`config.mk`:
```
export PLATFORM = sky130hd
export DESIGN_NAME = led_anim_seq
export DESIGN_NICKNAME = d
export VERILOG_FILES = /design/src/rtl/led_anim_pkg.sv /design/src/rtl/led_anim_rom.sv /design/src/rtl/led_anim_seq.sv
export SDC_FILE = /design/constraint.sdc
export NUM_CORES = 1
export LEC_CHECK = 0
export ABC_AREA = 1
export CAP_MARGIN = 30
export CORE_MARGIN = 3
export CORE_UTILIZATION = 59
export CTS_CLUSTER_SIZE = 28
export DETAILED_ROUTE_END_ITERATION = 10
export HOLD_SLACK_MARGIN = 0.03
export PLACE_DENSITY = 0.89
export SETUP_SLACK_MARGIN = 0.1
export SLEW_MARGIN = 20
export SYNTH_ARGS = -nofsm -noshare
export SYNTH_HDL_FRONTEND = slang
export SYNTH_HIERARCHICAL = 1
export SYNTH_SLANG_ARGS = --single-unit
```
`constraint.sdc`:
```
create_clock -name clk -period 4.11 [get_ports clk]
set_clock_uncertainty 0.05 [all_clocks]
set_input_delay 0.822 -clock clk [delete_from_list [all_inputs] [get_ports clk]]
set_output_delay 0.822 -clock clk [all_outputs]
set_load 0.01 [all_outputs]
```
`src/rtl/led_anim_pkg.sv`:
```
// led_anim_pkg: shared mode encodings, blank pattern and FSM state type for the LED animation sequencer
package led_anim_pkg;
    localparam logic [1:0] MODE_FWD      = 2'b00;
    localparam logic [1:0] MODE_PINGPONG = 2'b01;
    localparam logic [1:0] MODE_ONESHOT  = 2'b10;
    localparam logic [6:0] SEG_BLANK     = 7'h7F;
    typedef enum logic [0:0] {IDLE = 1'b0, RUN = 1'b1} state_t;
endpackage

```
`src/rtl/led_anim_rom.sv`:
```
// led_anim_rom: combinational per-digit, per-frame active-low segment pattern table
module led_anim_rom
    import led_anim_pkg::*;
#(
    parameter int DIG_W   = 2,
    parameter int FRAME_W = 5
) (
    input  logic [DIG_W-1:0]   digit_i,
    input  logic [FRAME_W-1:0] frame_i,
    output logic [6:0]         seg_o
);
    // only digit 0, frames 6..13 carry the animation; everything else is dark
    always_comb begin
        seg_o = SEG_BLANK;
        if (digit_i == '0) begin
            case (32'(frame_i))
                6:       seg_o = 7'h3F;
                7:       seg_o = 7'h39;
                8:       seg_o = 7'h30;
                9:       seg_o = 7'h30;
                10:      seg_o = 7'h30;
                11:      seg_o = 7'h30;
                12:      seg_o = 7'h70;
                13:      seg_o = 7'h76;
                default: seg_o = SEG_BLANK;
            endcase
        end
    end
endmodule

```
`src/rtl/led_anim_seq.sv`:
```
// led_anim_seq: frame sequencer with programmable rate and multiplexed 7-segment scan; ping-pong enabled by LED_ANIM_PINGPONG_EN
module led_anim_seq
    import led_anim_pkg::*;
#(
    parameter int DIGITS   = 4,
    parameter int FRAMES   = 32,
    parameter int FRAME_W  = $clog2(FRAMES),
    parameter int DIV_W    = 24,
    parameter int SCAN_DIV = 1000
) (
    input  logic               clk,
    input  logic               rst,
    input  logic               start,
    input  logic               stop,
    input  logic [1:0]         mode,
    input  logic [DIV_W-1:0]   speed,
    output logic [6:0]         seg,
    output logic [DIGITS-1:0]  an,
    output logic [FRAME_W-1:0] frame,
    output logic               busy,
    output logic               done
);
    localparam int DIG_W = DIGITS > 1 ? $clog2(DIGITS) : 1;
    localparam int SC_W  = SCAN_DIV > 1 ? $clog2(SCAN_DIV) : 1;

    state_t             state_q, state_d;
    logic [FRAME_W-1:0] frame_q, frame_d;
    logic [DIV_W-1:0]   pre_q, pre_d;
    logic               done_q, done_d;
    logic [SC_W-1:0]    sc_q, sc_d;
    logic [DIG_W-1:0]   dig_q, dig_d;
    logic [6:0]         seg_q, seg_d;
    logic [DIGITS-1:0]  an_q, an_d;
    logic               tick, last, first;
`ifdef LED_ANIM_PINGPONG_EN
    logic               dir_q, dir_d;
`endif

    assign tick  = (state_q == RUN) && (pre_q >= speed);
    assign last  = frame_q == FRAME_W'(FRAMES - 1);
    assign first = frame_q == '0;

    // run control: start/stop/restart handling, prescaler and per-tick frame stepping
    always_comb begin
        state_d = state_q;
        frame_d = frame_q;
        pre_d   = pre_q;
        done_d  = 1'b0;
`ifdef LED_ANIM_PINGPONG_EN
        dir_d   = dir_q;
`endif
        if (state_q == IDLE) begin
            pre_d = '0;
            if (start && !stop) begin
                state_d = RUN;
                frame_d = '0;
`ifdef LED_ANIM_PINGPONG_EN
                dir_d   = 1'b1;
`endif
            end
        end else if (stop) begin
            state_d = IDLE;
            pre_d   = '0;
        end else if (start) begin
            frame_d = '0;
            pre_d   = '0;
`ifdef LED_ANIM_PINGPONG_EN
            dir_d   = 1'b1;
`endif
        end else if (tick) begin
            pre_d = '0;
            if (mode == MODE_ONESHOT) begin
                if (last) begin
                    done_d  = 1'b1;
                    state_d = IDLE;
                end else begin
                    frame_d = frame_q + 1'b1;
                end
`ifdef LED_ANIM_PINGPONG_EN
            end else if (mode == MODE_PINGPONG) begin
                if (dir_q) begin
                    frame_d = last ? frame_q - 1'b1 : frame_q + 1'b1;
                    dir_d   = !last;
                end else begin
                    frame_d = first ? frame_q + 1'b1 : frame_q - 1'b1;
                    dir_d   = first;
                end
`endif
            end else begin
                frame_d = last ? '0 : frame_q + 1'b1;
            end
        end else begin
            pre_d = pre_q + 1'b1;
        end
    end

    // free-running digit scan; display registers follow current digit and frame together
    always_comb begin
        sc_d = (sc_q == SC_W'(SCAN_DIV - 1)) ? '0 : sc_q + 1'b1;
        dig_d = (sc_q != SC_W'(SCAN_DIV - 1)) ? dig_q : (dig_q == DIG_W'(DIGITS - 1)) ? '0 : dig_q + 1'b1;
        an_d = ~(DIGITS'(1) << dig_q);
    end

    led_anim_rom #(.DIG_W(DIG_W), .FRAME_W(FRAME_W)) u_rom (
        .digit_i (dig_q),
        .frame_i (frame_q),
        .seg_o   (seg_d)
    );

    // state registers with synchronous reset
    always_ff @(posedge clk) begin
        if (rst) begin
            state_q <= IDLE;
            frame_q <= '0;
            pre_q   <= '0;
            done_q  <= 1'b0;
            sc_q    <= '0;
            dig_q   <= '0;
            seg_q   <= SEG_BLANK;
            an_q    <= '1;
        end else begin
            state_q <= state_d;
            frame_q <= frame_d;
            pre_q   <= pre_d;
            done_q  <= done_d;
            sc_q    <= sc_d;
            dig_q   <= dig_d;
            seg_q   <= seg_d;
            an_q    <= an_d;
        end
    end

`ifdef LED_ANIM_PINGPONG_EN
    // ping-pong direction, 1 = counting up
    always_ff @(posedge clk) begin
        if (rst) dir_q <= 1'b1;
        else     dir_q <= dir_d;
    end
`endif

    assign seg   = seg_q;
    assign an    = an_q;
    assign frame = frame_q;
    assign busy  = state_q == RUN;
    assign done  = done_q;
endmodule

```
==> flow_metrics.tcl <==
set metrics [dict create \
    vias 2734 \
    cp.required_ps 4290 \
    drc 0 \
    max_freq_mhz 370 \
    crit_start "speed[7]" \
    synth_top_area_frac 0.332 \
    path_cells "clkdlybuf4s50_1, inv_1, ha_1, nand2_1, inv_1, nand2_1, nand2_1, nor2_1, nor2_1, nand2_1, nand2_2, or2_1, buf_4, nor3_1" \
    grt_max_degree 25 \
    viasPerCell 4.93 \
    synth_compound_area_frac 0.0662 \
    fin_crit_sh 0.658 \
    postCtsSetupBuffers 0 \
    dr.pass1.iters 4 \
    drt_iter0_drc 155 \
    arrival_ps 2880 \
    dp_hpwl_mm 4.84 \
    grt_pass1_wl_mm 10.8 \
    end_kind "register" \
    avgSynthCellArea_um2 7.44 \
    synth.area.top_cells "dfxtp_1 33%, ha_1 12%, nand2_1 11%, inv_1 7.6%, nor2_1 6.3%" \
    clock_latency_ps 300 \
    yosys_warnings 6 \
    drive_above_1_share 0.103 \
    io_pins 48 \
    final_cell_mix "95 x nand2_1, 66 x inv_1, 55 x nor2_1" \
    tritoncts "done" \
    period_minus_slack_ps 2710 \
    cts_root_buffer "clkbuf_8" \
    hold_slack_ps 445 \
    worst_r2r_endpoint "pre_q[2]$_SDFF_PP0_" \
    min_from "sc_q[0]$_SDFF_PP0_" \
    htreeDepth 2 \
    routedWlPerCell_um 11.0 \
    p_per_area_nw_per_um2 259 \
    layout_commonest_cell "nand2_1" \
    timing.final.ws_setup_ps 1400 \
    diodes 0 \
    synthXorXnorAreaFrac 0.0458 \
    critPathMaxFanout 24 \
    area.growth.synth_to_final_pct 18.5 \
    rsz0062_at_grt "false" \
    num_rows 26 \
    r2r-start "pre_q[6]$_SDFF_PP0_" \
    grt-ovfl-total 0 \
    final_nets 546 \
    place.gp.congestion 0.839 \
    cts-resized-gates 0 \
    ys_types 37 \
    syn-instance-count 437 \
    clkTransAtPathRegs_ps 100 \
    wl_mm 6.11 \
    hold_viol_final 0 \
    min_path_type "reg -> reg" \
    io_buffers 47 \
    cap_violations 0 \
    yosysSeqAreaShare 0.332 \
    reg2reg_depth 12 \
    initial_core_util 0.625 \
    grt_pass1_vias 2725 \
    cts_sinks 54 \
    start_kind "input port" \
    synth_seq_cells 54 \
    finalSetupTns_ps 0 \
    ant_nets 0 \
    synth_mux_area_frac 0 \
    cts_hold_buf 0 \
    grtUsageTotal 0.204 \
    core_um2 5200 \
    cts_max_path_buffers 2 \
    die_x_um 80.2 \
    finalSetupViolCount 0 \
    outcome "completed" \
    critPathCapture "pre_q[2]$_SDFF_PP0_" \
    cpMaxStageDelayCell "clkdlybuf4s50_1" \
    antenna_found_initial 0 \
    post-place-ws_ps 1080 \
    synthSimpleGateAreaFrac 0.327 \
    worstSetupPathType "in -> reg" \
    regToRegSetupSlack_ps 2000 \
    post-synth-top-area-cell "dfxtp_1" \
    crit_top_cell "nand2_1" \
    power_leakage_nw 1.71 \
    design.die.area_um2 6440 \
    die_y_um 80.2 \
    synth_fa_ha_area_frac 0.123 \
    max-vdd-ir-drop_mv 0.187 \
    synth_top_family_by_area "simple AND/OR/NAND/NOR gates" \
    timing.critical_path.slowest_cell_delay_ps 450 \
    numCtsBuffers 5 \
    final_core_util 0.740 \
    synth_area_um2 3250 \
    final_max_slew_viol_count 0 \
]
==> sequential cells by signal, indices dropped and copies added (netlist names) <==
name,cells
pre_q,24
done,1
seg,7
sc_q,10
busy,1
dig_q,2
an,4
frame,5
==> worst max-delay path: cells and delay by family <==
kind / cells / cell delay (ps)
buffers and inverters: 4 / 780
adder cells (fa/ha/maj): 1 / 290
AND/OR/NAND/NOR: 9 / 970
==> area by class of cell <==
cell class                 instances  area [um^2]
inverter                          69          259
clock inverter                     3         43.8
multi-input combinational        306         1840
timing repair buffer              48          478
fill                             411         1350
clock buffer                       5         68.8
tap                               70         87.6
sequential                        54         1080
==> stage by stage <==
| step | power, mW | instance area, um^2 | instances |
|---|---|---|---|
| floorplan | 0.604 | 3260 | 438 |
| global placement | 0.649 | 3740 | 547 |
| detailed placement | 0.653 | 3740 | 547 |
| CTS | 1.01 | 3850 | 555 |
| global route | 1.04 | 3850 | 555 |
| finish | 0.999 | 3850 | 555 |
==> worst min path at each step <==
stage / cells after the start / end / slack (ps)
floorplan: 1 / sc_q[0]$_SDFF_PP0_ / 390
global placement: 1 / sc_q[0]$_SDFF_PP0_ / 410
detailed placement: 1 / pre_q[0]$_SDFF_PP0_ / 430
CTS: 1 / sc_q[0]$_SDFF_PP0_ / 460
global route: 1 / pre_q[0]$_SDFF_PP0_ / 480
finish: 1 / sc_q[0]$_SDFF_PP0_ / 450
==> layer usage <==
metal | GRT usage | up-vias | wire length, um
met5 | 0 | - | 0
met4 | 0.0676 | 0 | 89
met3 | 0.0370 | 9 | 211
met2 | 0.382 | 50 | 3140
met1 | 0.231 | 1223 | 2670
li1 | - | 1452 | -
==> Yosys cell counts (all sizes together) <==
cell type and number:
conb 1, or2 15, a21oi 24, nand3 24, xor2 10, nor2 64, o21ai 5, ha 32
a31oi 1, nand3b 2, nor3b 2, nand2 101, dfxtp 54, inv 69, nor4 3, clkbuf 1
nor3 6, xnor2 7, or3 1, nand4 6, o21a 1, buf 8
==> where the power goes <==
group	switching, mW	leakage, nW	internal, mW
Combinational	0.0432	1.21	0.0557
Sequential	0.00956	0.438	0.532
Clock	0.176	0.0585	0.183
Total	0.229	1.71	0.771
==> cell families after synthesis <==
group,Yosys count
xor+xnor,17
flops,54
simple gates,224
compound gates,31
other cells,1
buf+inv,78
fa+ha+maj,32
Note: power is estimated with default switching activity, not from simulation.
